### src/rtl/tt_lut_cell_if.sv
// tt_lut_cell_if: bundle of the configuration port and the input/output
// valid/ready streams of tt_lut_cell.
//   master : drives cfg_start/cfg_ch/cfg_bit_valid/cfg_bit, in_valid/in_data,
//            out_ready; observes cfg_busy/cfg_done, in_ready, out_valid,
//            out_data, ones_cnt.
//   slave  : the cell side (directions reversed).
interface tt_lut_cell_if #(
  parameter int N_IN  = 4,
  parameter int N_CH  = 2,
  parameter int CNT_W = 8
) ();
  localparam int CH_W = (N_CH > 1) ? $clog2(N_CH) : 1;

  logic                    cfg_start;
  logic [CH_W-1:0]         cfg_ch;
  logic                    cfg_bit_valid;
  logic                    cfg_bit;
  logic                    cfg_busy;
  logic                    cfg_done;
  logic                    in_valid;
  logic                    in_ready;
  logic [N_IN-1:0]         in_data;
  logic                    out_valid;
  logic                    out_ready;
  logic [N_CH-1:0]         out_data;
  logic [N_CH*CNT_W-1:0]   ones_cnt;

  modport master (
    output cfg_start, cfg_ch, cfg_bit_valid, cfg_bit, in_valid, in_data, out_ready,
    input  cfg_busy, cfg_done, in_ready, out_valid, out_data, ones_cnt
  );

  modport slave (
    input  cfg_start, cfg_ch, cfg_bit_valid, cfg_bit, in_valid, in_data, out_ready,
    output cfg_busy, cfg_done, in_ready, out_valid, out_data, ones_cnt
  );
endinterface

### src/rtl/tt_lut_cell.sv
// tt_lut_cell: programmable multi-channel truth-table evaluation cell.
// Each of N_CH channels holds a 2^N_IN-bit table, reloadable through a serial
// MSB-first config port with atomic commit on the last bit. Input vectors are
// looked up in all tables in parallel behind one registered valid/ready stage,
// and a saturating per-channel count of transferred ones is kept.
// Ports:
//   clk  : rising-edge clock
//   rst  : synchronous active-high reset
//   bus  : tt_lut_cell_if.slave (config port, input stream, output stream,
//          ones counters)
module tt_lut_cell #(
  parameter int                            N_IN  = 4,
  parameter int                            N_CH  = 2,
  parameter logic [N_CH*(2**N_IN)-1:0]     INIT  = {N_CH{16'hE677}},
  parameter int                            CNT_W = 8
) (
  input  logic         clk,
  input  logic         rst,
  tt_lut_cell_if.slave bus
);
  localparam int T    = 2**N_IN;
  localparam int CH_W = (N_CH > 1) ? $clog2(N_CH) : 1;

  typedef enum logic {
    ST_IDLE = 1'b0,
    ST_LOAD = 1'b1
  } state_e;

  state_e                 state_q, state_d;
  logic [CH_W-1:0]        ch_q, ch_d;
  logic [T-1:0]           shadow_q, shadow_d;
  logic [N_IN-1:0]        bcnt_q, bcnt_d;
  logic                   busy_q, busy_d;
  logic                   done_q, done_d;
  logic [N_CH*T-1:0]      tbl_q, tbl_d;
  logic                   ov_q, ov_d;
  logic [N_CH-1:0]        od_q, od_d;
  logic [N_CH*CNT_W-1:0]  cnt_q, cnt_d;

  logic                   rdy_s;
  logic                   acc_s;
  logic                   xfer_s;
  logic [T-1:0]           new_tbl_s;

  // Table lookup helper: one channel's table indexed by the input vector.
  function automatic logic lut_bit(input logic [T-1:0] t, input logic [N_IN-1:0] idx);
    return t[idx];
  endfunction

  assign rdy_s  = !busy_q && (!ov_q || bus.out_ready);
  assign acc_s  = bus.in_valid && rdy_s;
  assign xfer_s = ov_q && bus.out_ready;

  // Shadow register after shifting in the current serial bit.
  assign new_tbl_s = {shadow_q[T-2:0], bus.cfg_bit};

  // Config FSM: serial load into the shadow, commit whole table on the last bit.
  always_comb begin
    state_d  = state_q;
    ch_d     = ch_q;
    shadow_d = shadow_q;
    bcnt_d   = bcnt_q;
    busy_d   = busy_q;
    done_d   = 1'b0;
    tbl_d    = tbl_q;
    case (state_q)
      ST_IDLE: begin
        if (bus.cfg_start) begin
          state_d  = ST_LOAD;
          ch_d     = bus.cfg_ch;
          shadow_d = {T{1'b0}};
          bcnt_d   = {N_IN{1'b0}};
          busy_d   = 1'b1;
        end else begin
          state_d  = ST_IDLE;
        end
      end
      ST_LOAD: begin
        if (bus.cfg_bit_valid) begin
          shadow_d = new_tbl_s;
          bcnt_d   = bcnt_q + N_IN'(1);
          if (bcnt_q == N_IN'(T-1)) begin
            // Out-of-range channel numbers match no slot: load is discarded.
            for (int c = 0; c < N_CH; c++) begin
              if (c == int'(ch_q)) begin
                tbl_d[c*T +: T] = new_tbl_s;
              end else begin
                tbl_d[c*T +: T] = tbl_q[c*T +: T];
              end
            end
            state_d = ST_IDLE;
            busy_d  = 1'b0;
            done_d  = 1'b1;
          end else begin
            state_d = ST_LOAD;
          end
        end else begin
          state_d = ST_LOAD;
        end
      end
      default: begin
        state_d = ST_IDLE;
        busy_d  = 1'b0;
      end
    endcase
  end

  // Evaluation stage: register lookups on accept, hold under backpressure.
  always_comb begin
    ov_d = ov_q;
    od_d = od_q;
    if (acc_s) begin
      for (int c = 0; c < N_CH; c++) begin
        od_d[c] = lut_bit(tbl_q[c*T +: T], bus.in_data);
      end
      ov_d = 1'b1;
    end else if (xfer_s) begin
      ov_d = 1'b0;
    end else begin
      ov_d = ov_q;
    end
  end

  // Saturating ones counters, stepped on every output transfer.
  always_comb begin
    cnt_d = cnt_q;
    for (int c = 0; c < N_CH; c++) begin
      if (xfer_s && od_q[c] && (cnt_q[c*CNT_W +: CNT_W] != {CNT_W{1'b1}})) begin
        cnt_d[c*CNT_W +: CNT_W] = cnt_q[c*CNT_W +: CNT_W] + CNT_W'(1);
      end else begin
        cnt_d[c*CNT_W +: CNT_W] = cnt_q[c*CNT_W +: CNT_W];
      end
    end
  end

  // State registers with synchronous reset; a reset mid-load drops the shadow.
  always_ff @(posedge clk) begin
    if (rst) begin
      state_q  <= ST_IDLE;
      ch_q     <= {CH_W{1'b0}};
      shadow_q <= {T{1'b0}};
      bcnt_q   <= {N_IN{1'b0}};
      busy_q   <= 1'b0;
      done_q   <= 1'b0;
      tbl_q    <= INIT;
      ov_q     <= 1'b0;
      od_q     <= {N_CH{1'b0}};
      cnt_q    <= {(N_CH*CNT_W){1'b0}};
    end else begin
      state_q  <= state_d;
      ch_q     <= ch_d;
      shadow_q <= shadow_d;
      bcnt_q   <= bcnt_d;
      busy_q   <= busy_d;
      done_q   <= done_d;
      tbl_q    <= tbl_d;
      ov_q     <= ov_d;
      od_q     <= od_d;
      cnt_q    <= cnt_d;
    end
  end

  assign bus.cfg_busy  = busy_q;
  assign bus.cfg_done  = done_q;
  assign bus.in_ready  = rdy_s;
  assign bus.out_valid = ov_q;
  assign bus.out_data  = od_q;
  assign bus.ones_cnt  = cnt_q;

endmodule

### src/flat_wrapper.sv
// flat-port wrapper written by rule: the top's interface ports become plain ports
module tt_lut_cell_flat 
#(
  parameter int                            N_IN  = 4,
  parameter int                            N_CH  = 2,
  parameter logic [N_CH*(2**N_IN)-1:0]     INIT  = {N_CH{16'hE677}},
  parameter int                            CNT_W = 8
)
  (clk, rst, bus_cfg_start, bus_cfg_ch, bus_cfg_bit_valid, bus_cfg_bit, bus_in_valid, bus_in_data, bus_out_ready, bus_cfg_busy, bus_cfg_done, bus_in_ready, bus_out_valid, bus_out_data, bus_ones_cnt);
  tt_lut_cell_if #(.N_IN(N_IN), .N_CH(N_CH), .CNT_W(CNT_W)) bus_i ();
  input  logic clk;
  input  logic rst;
  input wire logic [$bits(bus_i.cfg_start)-1:0] bus_cfg_start;
  input wire logic [$bits(bus_i.cfg_ch)-1:0] bus_cfg_ch;
  input wire logic [$bits(bus_i.cfg_bit_valid)-1:0] bus_cfg_bit_valid;
  input wire logic [$bits(bus_i.cfg_bit)-1:0] bus_cfg_bit;
  input wire logic [$bits(bus_i.in_valid)-1:0] bus_in_valid;
  input wire logic [$bits(bus_i.in_data)-1:0] bus_in_data;
  input wire logic [$bits(bus_i.out_ready)-1:0] bus_out_ready;
  output wire logic [$bits(bus_i.cfg_busy)-1:0] bus_cfg_busy;
  output wire logic [$bits(bus_i.cfg_done)-1:0] bus_cfg_done;
  output wire logic [$bits(bus_i.in_ready)-1:0] bus_in_ready;
  output wire logic [$bits(bus_i.out_valid)-1:0] bus_out_valid;
  output wire logic [$bits(bus_i.out_data)-1:0] bus_out_data;
  output wire logic [$bits(bus_i.ones_cnt)-1:0] bus_ones_cnt;
  assign bus_i.cfg_start = bus_cfg_start;
  assign bus_i.cfg_ch = bus_cfg_ch;
  assign bus_i.cfg_bit_valid = bus_cfg_bit_valid;
  assign bus_i.cfg_bit = bus_cfg_bit;
  assign bus_i.in_valid = bus_in_valid;
  assign bus_i.in_data = bus_in_data;
  assign bus_i.out_ready = bus_out_ready;
  assign bus_cfg_busy = bus_i.cfg_busy;
  assign bus_cfg_done = bus_i.cfg_done;
  assign bus_in_ready = bus_i.in_ready;
  assign bus_out_valid = bus_i.out_valid;
  assign bus_out_data = bus_i.out_data;
  assign bus_ones_cnt = bus_i.ones_cnt;
  tt_lut_cell #(.N_IN(N_IN), .N_CH(N_CH), .INIT(INIT), .CNT_W(CNT_W)) u_core (.clk(clk), .rst(rst), .bus(bus_i));
endmodule
### config.mk
export PLATFORM = sky130hd
export DESIGN_NAME = tt_lut_cell_flat
export DESIGN_NICKNAME = d
export VERILOG_FILES = /design/src/rtl/tt_lut_cell_if.sv /design/src/rtl/tt_lut_cell.sv /design/src/flat_wrapper.sv
export SDC_FILE = /design/constraint.sdc
export NUM_CORES = 1
export LEC_CHECK = 0
export CAP_MARGIN = 0
export CELL_PAD_IN_SITES_DETAIL_PLACEMENT = 0
export CELL_PAD_IN_SITES_GLOBAL_PLACEMENT = 1
export CORE_MARGIN = 4
export CORE_UTILIZATION = 46
export DETAILED_ROUTE_END_ITERATION = 7
export PLACE_DENSITY = 0.92
export SYNTH_ARGS = -nofsm -noshare
export SYNTH_HDL_FRONTEND = slang
export SYNTH_SLANG_ARGS = --single-unit
### constraint.sdc
create_clock -name clk -period 3.42 [get_ports clk]
set_input_delay 0.684 -clock clk [delete_from_list [all_inputs] [get_ports clk]]
set_output_delay 0.684 -clock clk [all_outputs]
set_load 0.1 [all_outputs]
# Word level (Yosys, flattened, before mapping)
# Index checks and enable logic that the tools add are counted.
[word_totals]
register_bits = 74
inputBits = 12
output_inout_bits = 22
elab_cells = 63
[op_classes]
add_sub_neg = 3
order_cmp = 1
eq_ne = 6
mux = 21
bitwise = 3
reduce_logical = 17
[op_table]
columns = ["cell", "n"]
rows = [
  ["2-to-1 mux 15 bit", 2],
  ["case mux 15 bit (2 select lines)", 1],
  ["adder 8 x 1 -> 8 bit (second input constant)", 2],
  ["inequality test 8 bit (second input constant)", 2],
  ["2-to-1 mux 1 bit", 11],
  ["binary-select mux 1 bit (select 4 bit)", 2],
  ["2-to-1 mux 4 bit", 2],
  ["case mux 4 bit (2 select lines)", 1],
  ["AND reduction 4 bit", 2],
  ["logical AND 1 bit", 7],
  ["inequality test 2 bit (second input constant)", 3],
  ["< comparator 4 x 5 -> 1 bit (second input constant)", 1],
  ["adder 4 x 1 -> 4 bit (second input constant)", 1],
  ["== test 4 bit (second input constant)", 1],
  ["case mux 1 bit (2 select lines)", 2],
  ["AND reduction 2 bit", 2],
  ["inverter 1 bit", 3],
  ["AND reduction 3 bit", 1],
  ["OR reduction 3 bit", 1],
  ["logical NOT 1 bit", 2],
  ["nonzero test 2 bit", 1],
  ["logical OR 1 bit", 1],
]

# Depth between registers and ports, before layout
# Gate-level depths: netlist (run 1).
[depth]
word_depth = 5
depth_mapped = 6

# Least setup slack after synthesis (run 1)
# Ideal clock, no wire load.
[synth_path]
path_kind = "reg2out"
from = "register u_core.ov_q (netlist: u_core.bus.out_valid)"
to = "output port bus_in_ready"
arrival_time_ps = 2231
path_slack_ps = 505
path_stages_with_launch = 3
n_path_buf = 0
path_cell_list = "dfxtp_1 -> nor2b_1 -> nor2_1"
[synth_between]
elab_chain_len = 3
[synth_lines]
columns = ["item", "line_no", "source"]
rows = [
  ["start: declaration", "tt_lut_cell.sv:36", "logic ov_q, ov_d;"],
  ["start signal: assignment", "tt_lut_cell.sv:157", "ov_q <= ov_d;"],
  ["logical NOT 1 bit", "tt_lut_cell.sv:50", "assign rdy_s = !busy_q && (!ov_q || bus.out_ready);"],
  ["logical OR 1 bit", "tt_lut_cell.sv:50", ""],
  ["logical AND 1 bit", "tt_lut_cell.sv:50", ""],
  ["end: declaration", "flat_wrapper.sv:22", "output wire logic [$bits(bus_i.in_ready)-1:0] bus_in_ready;"],
]
# Every way passes these cells.

# Worst setup path after layout (run 1)
[layout_path]
from = "register u_core.done_q (netlist: u_core.bus.cfg_done)"
to = "output port bus_cfg_done"
[layout_lines]
columns = ["item", "line_no", "source"]
rows = [
  ["start: declaration", "tt_lut_cell.sv:34", "logic done_q, done_d;"],
  ["start signal: assignment", "tt_lut_cell.sv:155", "done_q <= done_d;"],
  ["end: declaration", "flat_wrapper.sv:21", "output wire logic [$bits(bus_i.cfg_done)-1:0] bus_cfg_done;"],
]
# No word-level cell between the ends.

==> flow_summary.json, run 1 <==
{
  "status": "finished clean",
  "min_from": "u_core.tbl_q[28]$_SDFFE_PP0P_",
  "drc": 0,
  "crit_fanout": 1,
  "diodes": 0,
  "hold_viol_final": 0,
  "die_w_um": 90.53,
  "slowest_delay_ps": 1130,
  "yosysWarnings": 0,
  "numCtsBuffers": 9,
  "drv_cap": 0,
  "reg2reg_to": "u_core.bus.ones_cnt[1]$_SDFFE_PP0P_",
  "cp.arrival_ps": 1790,
  "min_path_type": "reg2reg",
  "die_area_sq_mm": 0.008196,
  "initial_core_util_pct": 48.24,
  "tritoncts": "yes",
  "synth_nets": 361,
  "coreArea_sq_mm": 0.006495,
  "grt_usage_pct": 16.49,
  "place_congestion": 0.7774,
  "cts_root_buf": "clkbuf_8",
  "insertion_delay_ps": 330,
  "layout_commonest_cell": "dfxtp_1",
  "layout-drive-gt1-share_pct": 14.25,
  "clock_skew_ps": 6.721,
  "hpwl_um": 4505,
  "path_delay_family": "buffers and inverters",
  "htreeDepth": 3,
  "post-route-util_pct": 56.10,
  "hold_buffers": 0,
  "grt_pass1_vias": 2241,
  "hold_depth": 2,
  "critPathKind": "reg2out",
  "ff2ff_setup_slack_ps": 1580,
  "ff2ff_path_depth": 5,
  "syn-instance-count": 346,
  "ys_seq_elements": 74,
  "power_density_mw_per_mm2": 467.6,
  "fin_crit_ps": 2470,
  "grt_max_degree": 49,
  "cts_max_path_buffers": 2,
  "worst_setup_path_end_kind": "output port",
  "start_kind": "flop",
  "syn_area_per_cell_sq_um": 9.055,
  "place_area_sq_mm": 0.003440,
  "synth.cell_area_sq_mm": 0.003133,
  "power.leakage_nw": 1.424,
  "vias": 2488,
  "drt_first_pass_iters": 4,
  "post-cts-setup-buffers": 0,
  "hold-path-endpoint": "u_core.tbl_q[28]$_SDFFE_PP0P_",
  "num_rows": 29,
  "worstMarginPinSlew_ps": 959.8,
  "clk_pin_slew_ps": 70,
  "setup_viol": 0,
  "critPathRequiredTime_ps": 2740,
  "final_area_sq_mm": 0.003643,
  "ant_nets": 0,
  "cts_sinks": 74,
  "layout_common_cells": "74 x dfxtp_1, 71 x nand2_1, 39 x nor2_1",
  "dr.first_iter.drc_count": 118,
  "finalCritPeriodShare_pct": 72.23,
  "routed_wirelength_um": 6538,
  "grt_pass1_wl_um": 11060,
  "maxSlewViolCount": 0,
  "io_buffer_count": 33,
  "cp_cell_sequence": "clkdlybuf4s50_1",
  "cts_resized": 0,
  "die_h_um": 90.53,
  "max_freq_mhz": 404.8,
  "critPathBufInv": 1,
  "nNetsFinal": 390,
  "timing.slew.headroom_pct": 35.81,
  "syn2layout_area_growth_pct": 16.29,
  "wire_per_inst_um": 14.34,
  "overflow": 0,
  "r2r_start": "u_core.bus.ones_cnt[0]$_SDFFE_PP0P_",
  "num_io_pins": 34,
  "yosysSeqAreaShare_pct": 47.28,
  "crit_slowest_cell": "clkdlybuf4s50_1",
  "antenna_found_initial": 0,
  "vias_per_cell": 5.456,
  "tns_ps": 0,
  "rsz0062_at_grt": "false",
  "ir_drop_v": 0.0002377,
  "ys_types": 41
}
power by group:
part	switching (mW)	internal (mW)	leakage, nW	total [mW]
clock network	0.299	0.392	0.106	0.692
registers	0.00851	0.869	0.598	0.877
logic	0.0900	0.0446	0.720	0.135
worst max path at each step:
| stage | from | endpoint | slack, ps | cells past startpoint |
|---|---|---|---|---|
| CTS | u_core.bus.cfg_done$_SDFF_PP0_ | bus_cfg_done | 920 | 1 |
| global route | u_core.bus.cfg_done$_SDFF_PP0_ | bus_cfg_done | 890 | 1 |
| detailed placement | bus_in_data[1] | u_core.bus.out_data[0]$_SDFFE_PP0P_ | 770 | 5 |
| finish | u_core.bus.cfg_done$_SDFF_PP0_ | bus_cfg_done | 950 | 1 |
| floorplan | u_core.bus.out_valid$_SDFFE_PP0P_ | bus_in_ready | 500 | 2 |
| global placement | bus_in_data[1] | u_core.bus.out_data[0]$_SDFFE_PP0P_ | 770 | 5 |
metal layers:
metal	global-route usage, %	wire length [um]	share of wire (%)
met5	0	0	0
met4	7.015	92	1.4
met3	3.833	259	4.0
met2	23.16	2844	43
met1	23.99	3341	51
registers in the layout (all words and copies together), names as in the netlist:
signal                count
u_core.bus.ones_cnt      16
u_core.bcnt_q             4
u_core.shadow_q          15
u_core.bus.cfg_busy       1
u_core.ch_q               1
u_core.bus.cfg_done       1
u_core.bus.out_valid      1
u_core.bus.out_data       2
u_core.tbl_q             32
u_core.state_q            1
logic make-up (layout without fill, tap and decap cells):
group,Yosys count,after routing,synth area share (%)
simple gates,174,174,27.08
flops,74,74,47.28
compound gates,55,55,11.50
buf+inv,21,54,3.195
mux,15,15,8.626
xor+xnor,4,4,1.118
fa+ha+maj,3,3,1.198
metrics by stage:
step,total power [mW],hold slack (ps),std cells,setup WS [ps]
floorplan,0.9987,428.8,346,504.8
global placement,1.032,439.5,441,774.7
detailed placement,1.033,445.7,441,773.3
CTS,1.723,455.4,456,920.3
global route,1.774,468.9,456,893.7
finish,1.704,454.3,456,949.7
layout make-up:
class,instances,area (sq um)
Clock buffer,13,168.9
Clock inverter,2,35.03
Timing Repair Buffer,37,302.8
Inverter,2,7.507
Fill cell,589,2851
Tap cell,77,96.34
Multi-Input combinational cell,251,1551
Sequential cell,74,1481
cells in the mapped netlist, drive strengths merged:
cell type	instances	area [sq um]
or4b	1	13.76
and2	1	6.260
or4	4	30.03
nor2b	3	18.77
nand3b	23	172.7
nand4	2	12.51
mux2	4	45.04
clkbuf	11	41.29
a22oi	16	120.1
ha	3	37.54
buf	8	51.29
o22ai	2	12.51
o21ai	7	35.03
o31a	1	8.760
nor2	40	152.6
dfxtp	74	1481
xor2	4	35.03
o311ai	1	8.760
mux2i	3	30.03
and3	4	25.02
o21ba	1	10.01
o31ai	4	43.79
or4bb	1	11.26
a311oi	1	8.760
a21oi	21	105.1
inv	2	7.510
nor3	7	45.04
nand3	11	55.05
o211ai	1	7.510
nor4	1	6.260
or3	4	25.02
nand2	71	266.5
nor3b	1	7.510
mux4	8	195.2
Note: power is estimated with default switching activity, not from simulation.
==> run 2, diff against run 1 <==
- CORE_UTILIZATION: 46 -> 42
- PLACE_DENSITY: 0.92 -> 0.86
- clock period: 3.42 -> 2.3 ns (I/O delays scaled with it)
==> run 2 against run 1 <==
Combinational power rose by 65%; sequential share of layout area fell by 1.6 points; critical endpoint is now bus_in_ready; highest routed layer unchanged; largest power group unchanged; sequential power up 49%; clock power rose by 68%; register-to-register slack got worse by 1100 ps; via count up 3.5%.
==> flow_summary.json, run 2 (synthesis gave the netlist of run 1 again) <==
{
  "initial_core_util_pct": 43.19,
  "post-cts-setup-buffers": 0,
  "worstMarginPinSlew_ps": 553.4,
  "cts_resized": 0,
  "insertion_delay_ps": 330,
  "place_area_sq_mm": 0.003557,
  "grt_pass1_vias": 2320,
  "num_rows": 31,
  "rsz0062_at_grt": "false",
  "min_path_type": "reg2reg",
  "max_freq_mhz": 505.8,
  "worst_setup_path_end_kind": "output port",
  "vias_per_cell": 5.296,
  "ir_drop_v": 0.0003403,
  "p_total_mw": 2.693,
  "dr.first_iter.drc_count": 133,
  "grt_max_degree": 58,
  "syn2layout_area_growth_pct": 21.13,
  "top_register": "u_core.tbl_q",
  "layout-drive-gt1-share_pct": 16.80,
  "drv_cap": 0,
  "power.leakage_nw": 1.486,
  "hpwl_um": 4921,
  "hold_viol_final": 0,
  "num_io_pins": 34,
  "fillers": 704,
  "cp.arrival_ps": 1520,
  "die_w_um": 94.37,
  "critPathKind": "in2out",
  "crit_fanout": 5,
  "tns_ps": 0,
  "power_density_mw_per_mm2": 709.7,
  "cts_sinks": 74,
  "largest_reg_flops": 32,
  "routed_wirelength_um": 7100,
  "overflow": 0,
  "drc": 0,
  "nNetsFinal": 397,
  "hold_buffers": 0,
  "die_area_sq_mm": 0.008906,
  "antenna_found_initial": 0,
  "layout_common_cells": "74 x dfxtp_1, 71 x nand2_1, 38 x nor2_1",
  "layout_commonest_cell": "dfxtp_1",
  "maxSlewViolCount": 0,
  "start_kind": "input pin",
  "cts_root_buf": "clkbuf_8",
  "clock_skew_ps": 8.271,
  "numCtsBuffers": 9,
  "drt_first_pass_iters": 4,
  "fin_crit_ps": 1977,
  "vias": 2574,
  "grt_pass1_wl_um": 11850,
  "place_congestion": 0.8395,
  "status": "finished clean",
  "ant_nets": 0,
  "wire_per_inst_um": 14.61,
  "grt_usage_pct": 16.79,
  "die_h_um": 94.37,
  "timing.slew.headroom_pct": 62.86,
  "clk_pin_slew_ps": 80,
  "critPathRequiredTime_ps": 1840,
  "htreeDepth": 3,
  "coreArea_sq_mm": 0.007253,
  "final_area_sq_mm": 0.003795,
  "finalCritPeriodShare_pct": 85.95,
  "tritoncts": "yes",
  "diodes": 0,
  "setup_viol": 0,
  "cts_max_path_buffers": 2,
  "io_buffer_count": 33
}
==> run 2: layout make-up <==
| class | count | area, sq um | area share [%] |
|---|---|---|---|
| multi-input cells | 251 | 1554 | 40.95 |
| flip-flops and latches | 74 | 1481 | 39.04 |
| repair buffers | 44 | 390.4 | 10.29 |
| clock buffers | 12 | 165.2 | 4.352 |
| well taps | 99 | 123.9 | 3.264 |
| clock inverters | 4 | 72.57 | 1.912 |
| inverters | 2 | 7.507 | 0.1978 |
==> run 2: worst paths after layout <==
kind	slack [ps]	startpoint	to	depth (start not counted)
setup / recovery	320	bus_out_ready	bus_in_ready	4
hold / removal	460	u_core.tbl_q[7]$_SDFFE_PP0P_	u_core.tbl_q[7]$_SDFFE_PP0P_	2
setup reg to reg	520	u_core.bus.ones_cnt[0]$_SDFFE_PP0P_	u_core.bus.ones_cnt[1]$_SDFFE_PP0P_	6
hold reg to reg	460	u_core.tbl_q[7]$_SDFFE_PP0P_	u_core.tbl_q[7]$_SDFFE_PP0P_	2
==> run 2: routing by layer <==
layer / vias to the layer above / wire length [um] / track usage, %
li1: 1289 / - / -
met1: 1235 / 3490 / 24.43
met2: 43 / 3298 / 25.12
met3: 7 / 223 / 2.869
met4: 0 / 88 / 5.776
met5: - / 0 / 0
==> run 2: report_power, final <==
| group | internal, mW | total, mW | switching [mW] |
|---|---|---|---|
| Sequential | 1.29 | 1.31 | 0.0147 |
| Clock | 0.699 | 1.16 | 0.466 |
| Combinational | 0.0833 | 0.223 | 0.140 |
==> run 2: stage by stage <==
stage               utilization (%)  cells  setup WS [ps]  hold WS [ps]
floorplan                         -    346          9.276         428.8
global placement              49.04    470          44.02         442.7
detailed placement            49.04    470         -1.689         449.3
CTS                           52.32    486          323.0         460.6
global route                  52.32    486          227.3         489.7
finish                        52.32    486          323.1         460.3
==> run 2: critical path, cell delays in order <==
cell             delay (ps)
clkdlybuf4s50_1         460
nor2b_1                 330
nor2_2                   90
buf_12                  180
==> run 3, diff against run 2 <==
- SLEW_MARGIN: not set -> 20
==> results of run 3 <==
The final DEF is identical to that of run 2; final timing and power are the same.
